--- config.mk ---
export PLATFORM = sky130hd
export DESIGN_NAME = multi_strobe_divider
export DESIGN_NICKNAME = d
export VERILOG_FILES = /design/src/rtl/multi_strobe_pkg.sv /design/src/rtl/strobe_channel.sv /design/src/rtl/multi_strobe_divider.sv
export SDC_FILE = /design/constraint.sdc
export NUM_CORES = 1
export LEC_CHECK = 0
export BUFFER_PORTS_ARGS = -buffer_cell sky130_fd_sc_hd__buf_4
export CORE_ASPECT_RATIO = 0.9
export CORE_MARGIN = 4
export CORE_UTILIZATION = 33
export DETAILED_ROUTE_END_ITERATION = 16
export PLACE_DENSITY = 0.49
export SYNTH_ARGS = -nofsm -noshare
export SYNTH_HDL_FRONTEND = slang
export SYNTH_SLANG_ARGS = --single-unit
--- constraint.sdc ---
create_clock -name clk -period 12.2 [get_ports clk]
set_input_delay 0 -clock clk [delete_from_list [all_inputs] [get_ports clk]]
set_output_delay 0 -clock clk [all_outputs]
set_load 0.02 [all_outputs]
--- src/rtl/multi_strobe_pkg.sv ---
// ----------------------------------------------------------------------------
// Package: multi_strobe_pkg
// Purpose : Shared types and helpers for the multi-channel strobe divider.
//           Holds the default field widths, the per-channel configuration
//           record (period + pulse width) and the clamping function that
//           turns a raw programmed configuration into the values the
//           counters actually run with.
// Contents:
//   DEF_CNT_W  width of the period counter / period field
//   DEF_PW_W   width of the pulse-width field
//   ch_cfg_t   packed {div, pw} configuration record
//   eff_cfg()  raw ch_cfg_t -> effective (clamped) ch_cfg_t
// ----------------------------------------------------------------------------
package multi_strobe_pkg;

    localparam int DEF_CNT_W = 30;
    localparam int DEF_PW_W  = 4;

    typedef struct packed {
        logic [DEF_CNT_W-1:0] div;
        logic [DEF_PW_W-1:0]  pw;
    } ch_cfg_t;

    // Clamp a programmed configuration into something the counter can run:
    // a zero period behaves as a period of one, and the pulse width is held
    // between 1 and period-1 so every period has at least one low cycle
    // (except the period-of-one case, where the strobe simply stays high).
    function automatic ch_cfg_t eff_cfg(input ch_cfg_t raw);
        ch_cfg_t              res;
        logic [DEF_CNT_W-1:0] d_eff;
        logic [DEF_CNT_W-1:0] d_m1;
        logic [DEF_CNT_W-1:0] p_ext;
        logic [DEF_CNT_W-1:0] p_min;
        d_eff = (raw.div == '0) ? DEF_CNT_W'(1) : raw.div;
        d_m1  = d_eff - DEF_CNT_W'(1);
        p_ext = DEF_CNT_W'(raw.pw);
        p_min = (p_ext < d_m1) ? p_ext : d_m1;
        if (p_min == '0) begin
            p_min = DEF_CNT_W'(1);
        end
        res.div = d_eff;
        // p_min never exceeds the programmed pw (or is 1), so it fits PW_W.
        res.pw  = DEF_PW_W'(p_min);
        return res;
    endfunction

endpackage

--- src/rtl/strobe_channel.sv ---
// ----------------------------------------------------------------------------
// Module : strobe_channel
// Purpose: One strobe generator. Runs a wrap-around period counter from the
//          active configuration and produces a registered strobe that is
//          high for the last P_eff cycles of every D_eff-cycle period.
//          New configurations wait in a shadow register and are copied to
//          the active one only at a period boundary (or immediately while
//          the channel is idle / being restarted), so a running strobe
//          never sees a half-old, half-new period.
// Ports  :
//   clk           system clock, rising edge
//   reset         asynchronous active-high reset
//   en            channel enable (level)
//   sync_restart  one-cycle pulse: zero the counter, apply pending config
//   wr_en         accepted configuration write for this channel
//   wr_cfg        configuration carried by that write
//   strobe        registered strobe output
//   pending       a shadow configuration is waiting to be applied
// ----------------------------------------------------------------------------
module strobe_channel
    import multi_strobe_pkg::*;
#(
    parameter int DEFAULT_DIV = 1
) (
    input  logic    clk,
    input  logic    reset,
    input  logic    en,
    input  logic    sync_restart,
    input  logic    wr_en,
    input  ch_cfg_t wr_cfg,
    output logic    strobe,
    output logic    pending
);

    localparam ch_cfg_t RESET_CFG = '{div: DEF_CNT_W'(DEFAULT_DIV), pw: DEF_PW_W'(1)};

    logic [DEF_CNT_W-1:0] cnt_q, cnt_d;
    logic                 strobe_q, strobe_d;
    logic                 pending_q, pending_d;
    ch_cfg_t              active_q, active_d;
    ch_cfg_t              shadow_q, shadow_d;

    ch_cfg_t              eff;
    logic [DEF_CNT_W-1:0] threshold;
    logic                 at_terminal;
    logic [DEF_CNT_W-1:0] cnt_inc;
    logic                 apply_now;

    // Derive the running values from the active configuration: the count at
    // which the strobe turns on, whether this cycle is the last of the
    // period, and what the counter would advance to if left running.
    always_comb begin
        eff         = eff_cfg(active_q);
        threshold   = eff.div - DEF_CNT_W'(eff.pw);
        at_terminal = (cnt_q == (eff.div - DEF_CNT_W'(1)));
        cnt_inc     = at_terminal ? '0 : (cnt_q + DEF_CNT_W'(1));
    end

    // Next-state logic. A restart or a disabled channel parks the counter at
    // zero with the strobe low; since the counter is not mid-period, any
    // waiting configuration may be taken at once. A running channel only
    // takes a waiting configuration on the cycle it wraps, so the period in
    // flight always finishes with the old values. An accepted write can only
    // arrive while nothing is pending, so it never collides with an apply.
    always_comb begin
        cnt_d     = cnt_q;
        strobe_d  = 1'b0;
        active_d  = active_q;
        shadow_d  = shadow_q;
        pending_d = pending_q;
        apply_now = 1'b0;

        if (sync_restart || !en) begin
            cnt_d     = '0;
            apply_now = pending_q;
        end else begin
            cnt_d     = cnt_inc;
            strobe_d  = (cnt_inc >= threshold);
            apply_now = pending_q && at_terminal;
        end

        if (apply_now) begin
            active_d  = shadow_q;
            pending_d = 1'b0;
        end

        if (wr_en) begin
            shadow_d  = wr_cfg;
            pending_d = 1'b1;
        end
    end

    // State registers. Reset returns the channel to the default period with
    // the shadow mirroring the active configuration and nothing pending.
    always_ff @(posedge clk or posedge reset) begin
        if (reset) begin
            cnt_q     <= '0;
            strobe_q  <= 1'b0;
            pending_q <= 1'b0;
            active_q  <= RESET_CFG;
            shadow_q  <= RESET_CFG;
        end else begin
            cnt_q     <= cnt_d;
            strobe_q  <= strobe_d;
            pending_q <= pending_d;
            active_q  <= active_d;
            shadow_q  <= shadow_d;
        end
    end

    assign strobe  = strobe_q;
    assign pending = pending_q;

endmodule

--- src/rtl/multi_strobe_divider.sv ---
// ----------------------------------------------------------------------------
// Module : multi_strobe_divider
// Purpose: NUM_CH independent strobe channels sharing one clock, each with a
//          runtime-programmable period and pulse width, a per-channel enable
//          and a global phase-align restart. Configuration goes through a
//          single write port with a per-channel ready handshake.
// Ports  :
//   clk           system clock, rising edge
//   reset         asynchronous active-high reset
//   cfg_we        configuration write strobe (taken only when cfg_ready=1)
//   cfg_ch        target channel; values >= NUM_CH are ignored
//   cfg_div       new period in clk cycles
//   cfg_pw        new pulse width in clk cycles
//   cfg_ready     combinational: addressed channel has no write pending
//   ch_en         per-channel enable, level
//   sync_restart  one-cycle pulse, phase-aligns every channel
//   strobe        registered strobe outputs, one per channel
// The period/pulse fields are carried in the package record, so CNT_W and
// PW_W are expected to stay at the package widths.
// ----------------------------------------------------------------------------
module multi_strobe_divider
    import multi_strobe_pkg::*;
#(
    parameter  int NUM_CH      = 4,
    parameter  int CNT_W       = DEF_CNT_W,
    parameter  int PW_W        = DEF_PW_W,
    parameter  int DEFAULT_DIV = 1,
    localparam int CH_W        = (NUM_CH > 1) ? $clog2(NUM_CH) : 1
) (
    input  logic              clk,
    input  logic              reset,
    input  logic              cfg_we,
    input  logic [CH_W-1:0]   cfg_ch,
    input  logic [CNT_W-1:0]  cfg_div,
    input  logic [PW_W-1:0]   cfg_pw,
    output logic              cfg_ready,
    input  logic [NUM_CH-1:0] ch_en,
    input  logic              sync_restart,
    output logic [NUM_CH-1:0] strobe
);

    logic [NUM_CH-1:0] pending;
    logic [NUM_CH-1:0] wr_sel;
    logic              ready_sel;
    ch_cfg_t           wr_cfg;

    assign wr_cfg = '{div: cfg_div, pw: cfg_pw};

    // Address decode. Ready reflects the addressed channel's pending flag;
    // an address with no channel behind it reports ready and simply selects
    // nobody, so such a write falls on the floor.
    always_comb begin
        ready_sel = 1'b1;
        wr_sel    = '0;
        for (int i = 0; i < NUM_CH; i++) begin
            if (cfg_ch == CH_W'(i)) begin
                ready_sel = !pending[i];
            end
        end
        for (int i = 0; i < NUM_CH; i++) begin
            wr_sel[i] = cfg_we && ready_sel && (cfg_ch == CH_W'(i));
        end
    end

    assign cfg_ready = ready_sel;

    // One generator per channel; the restart pulse fans out to all of them.
    for (genvar g = 0; g < NUM_CH; g++) begin : g_ch
        strobe_channel #(
            .DEFAULT_DIV (DEFAULT_DIV)
        ) u_ch (
            .clk          (clk),
            .reset        (reset),
            .en           (ch_en[g]),
            .sync_restart (sync_restart),
            .wr_en        (wr_sel[g]),
            .wr_cfg       (wr_cfg),
            .strobe       (strobe[g]),
            .pending      (pending[g])
        );
    end

endmodule

==> impl_metrics.py <==
metrics = {
    "cts": {
        "cts_made_buffers": 47,
        "cts_max_level": 2,
        "clkTransAtPathRegs_ps": 60,
        "clock_latency_ps": 620,
        "cts-root-buf": "clkbuf_16",
        "cts_resized": 0,
        "cts_tree": "yes",
        "cts.sinks": 400,
        "clockBufferDepth": 3,
    },
    "finish": {
        "finalNetCount": 3154,
        "fin_area_um2": 31490,
        "drive_above_1_share": 0.1561,
        "area_growth_pct": 11.64,
    },
    "run_status": {
        "status": "complete, no violations",
    },
    "synthesis": {
        "yosys.cell_types.count": 89,
        "yosys-top-cells-count": "dfrtp_1, nor2_1, mux2_2",
        "yosys.area.top_type": "dfrtp_1",
        "ys_seq_area_frac": 0.3556,
        "async_flop_share": 1.000,
        "syn_inst": 2984,
        "yosysMostFrequentCell": "dfrtp_1",
        "yosysWarnings": 0,
        "synth_top_area_share": 0.3407,
        "syn-num-nets": 3188,
        "synth_ff_type": "dfrtp_1",
        "ys_ff_latch": 400,
        "synthTopCellsByArea": "dfrtp_1, mux2_2, ha_1",
        "avgSynthCellArea_um2": 9.451,
        "synth_edf_count": 0,
        "syn_area_um2": 28200,
    },
    "die": {
        "core-area_um2": 84540,
        "io_pins": 49,
        "dieArea_um2": 90210,
        "die_w_um": 316.2,
        "start_util": 0.3336,
        "die_height_um": 285.3,
        "rows": 101,
    },
    "power": {
        "p_sw_w": 0.002520,
        "p_leak_nw": 12.95,
        "peakVddDrop_v": 0.0001232,
        "seqPwrFrac": 0.367,
        "power_frac_comb": 0.388,
        "intPower_w": 0.003625,
        "p_per_area_nw_per_um2": 195.2,
        "p_clk_frac": 0.246,
        "p_sw_frac": 0.4101,
    },
    "detailed_routing": {
        "wl_per_cell_um": 22.19,
        "viasPerCell": 5.465,
        "drc": 0,
        "vias": 22527,
        "drt_iter0_drc": 1635,
        "routed_wl_um": 91470,
        "ant_nets": 0,
        "dr.pass1.iters": 5,
    },
    "hold_path": {
        "hp-class": "input pin to register",
    },
    "worst_setup_path": {
        "critical_path_class": "register to register",
        "crit_arrival_ps": 9840,
        "worst_path_max_delay_cell": "nor4b_1",
        "cp-start-kind": "register",
        "cp-end-kind": "register",
        "cp_max_fo": 11,
        "cpPeakStageDelay_ps": 610,
        "crit_required_ps": 12680,
    },
    "flow_run": {
        "cap_violations": 0,
    },
    "timing": {
        "fmaxAchievable_mhz": 106.9,
        "slew_violations": 0,
        "tightest_slew_ps": 1267,
        "rsz0062_at_grt": "no",
        "tns_ps": 0,
        "setup_viol": 0,
        "hold_viol_final": 0,
        "finalCritPeriodShare": 0.7667,
        "max-slew-margin-rel": 0.1333,
        "fin_skew_ps": 16.64,
        "fin_crit_ps": 9353,
    },
    "global_route": {
        "grt_usage": 0.2007,
        "antenna_found_initial": 15,
        "grt_max_degree": 127,
        "grt.overflow.total": 0,
        "grt_pass1_vias": 22492,
        "grt_pass1_wl_um": 141400,
    },
    "placement": {
        "gp_congestion": 0.9190,
        "portBuffers": 48,
        "placedInstanceArea_um2": 29420,
        "dp_hpwl_um": 70380,
    },
}
power by group through the flow:
stage	Clock [W]	Sequential (W)	Combinational, W
after detailed placement	0	0.00227	0.00235
after CTS	0.00156	0.00225	0.00238
after global placement	0	0.00226	0.00233
after global routing	0.00161	0.00231	0.00265
after floorplan	0	0.00178	0.00208
final	0.00151	0.00225	0.00238
placed cells by master, fill, tap and decap left out, types with 39 or more instances in the layout:
| cell type | netlist | final |
|---|---|---|
| xor2_1 | 153 | 153 |
| mux2_2 | 224 | 224 |
| or4_1 | 39 | 39 |
| a21oi_1 | 55 | 55 |
| nand4_1 | 77 | 77 |
| dlygate4sd3_1 | 0 | 42 |
| clkbuf_16 | 0 | 47 |
| ha_1 | 156 | 156 |
| buf_4 | 4 | 74 |
| o21ai_0 | 52 | 52 |
| nor2_1 | 370 | 370 |
| nor4_1 | 75 | 75 |
| nand2_1 | 119 | 119 |
| nor3_1 | 122 | 121 |
| dfrtp_1 | 384 | 384 |
| xnor2_1 | 215 | 215 |
| and3_1 | 41 | 41 |
| nand3_1 | 100 | 100 |
| inv_1 | 69 | 68 |
critical path: cells and delay by family (launching register included):
family | cells | cell delay, ps
xor+xnor | 2 | 330
fa+ha+maj | 3 | 900
flops | 1 | 570
mux | 1 | 410
simple gates | 13 | 4570
compound gates | 10 | 2450
stage by stage:
step                      setup slack (ps)  hold WS (ps)  utilization  power (W)  instances
after floorplan                       1102         150.6            -   0.003864       2984
after global placement                3242         230.6       0.3480   0.004585       3992
after detailed placement              3033         254.1       0.3480   0.004617       3992
after CTS                             2975         14.78       0.3723   0.006185       4119
after global routing                  1945         81.01       0.3723   0.006572       4119
final                                 2847         47.25       0.3724   0.006144       4122
state kept, by name, indices dropped and copies added, names as in the netlist:
signal / cells
g_ch.u_ch.pending: 4
g_ch.u_ch.shadow_q: 136
g_ch.u_ch.strobe: 4
g_ch.u_ch.active_q: 136
g_ch.u_ch.cnt_q: 120
cell type report:
| type | instances | area, um^2 |
|---|---|---|
| tap | 1133 | 1418 |
| multi-input combinational | 2316 | 17150 |
| sequential | 400 | 10030 |
| timing repair buffer | 116 | 975.9 |
| clock inverter | 21 | 305.3 |
| clock buffer | 64 | 1330 |
| inverter | 69 | 266.5 |
| antenna | 3 | 7.507 |
| fill | 8565 | 53060 |
final timing paths:
path / startpoint / slack (ps) / cells past startpoint / endpoint
worst max-delay path: g_ch[3].u_ch.active_q[7]$_DFFE_PP0P_ / 2850 / 29 / g_ch[3].u_ch.strobe$_DFF_PP0_
worst min-delay path: cfg_ch[1] / 50 / 4 / g_ch[3].u_ch.pending$_DFFE_PP0P_
worst max register to register: g_ch[3].u_ch.active_q[7]$_DFFE_PP0P_ / 2850 / 29 / g_ch[3].u_ch.strobe$_DFF_PP0_
worst min register to register: g_ch[3].u_ch.shadow_q[29]$_DFFE_PP0P_ / 490 / 1 / g_ch[3].u_ch.active_q[29]$_DFFE_PP0P_
max in group asynchronous: reset / 8920 / 6 / g_ch[1].u_ch.cnt_q[7]$_DFF_PP0_
min in group asynchronous: reset / 140 / 3 / g_ch[3].u_ch.shadow_q[27]$_DFFE_PP0P_
timing repair:
item                      4_1_cts  5_1_grt
hold endpoints to repair      287        0
setup buffers                   0        0
hold buffers                   42        0
logic make-up after synthesis:
family / after synthesis / synth area share
flops: 400 / 0.3556
compound gates: 332 / 0.08257
xor+xnor: 371 / 0.1167
buf+inv: 268 / 0.03776
fa+ha+maj: 160 / 0.07205
mux: 310 / 0.1256
simple gates: 1143 / 0.2097
routing by layer:
layer / vias to the layer above / GRT usage / share of wire
met5: - / 0 / 0
met4: 0 / 0.04364 / 0.021
met3: 99 / 0.02442 / 0.049
met2: 537 / 0.3143 / 0.44
met1: 11270 / 0.2960 / 0.49
li1: 10621 / - / -
(Power assumes the default switching activity.)
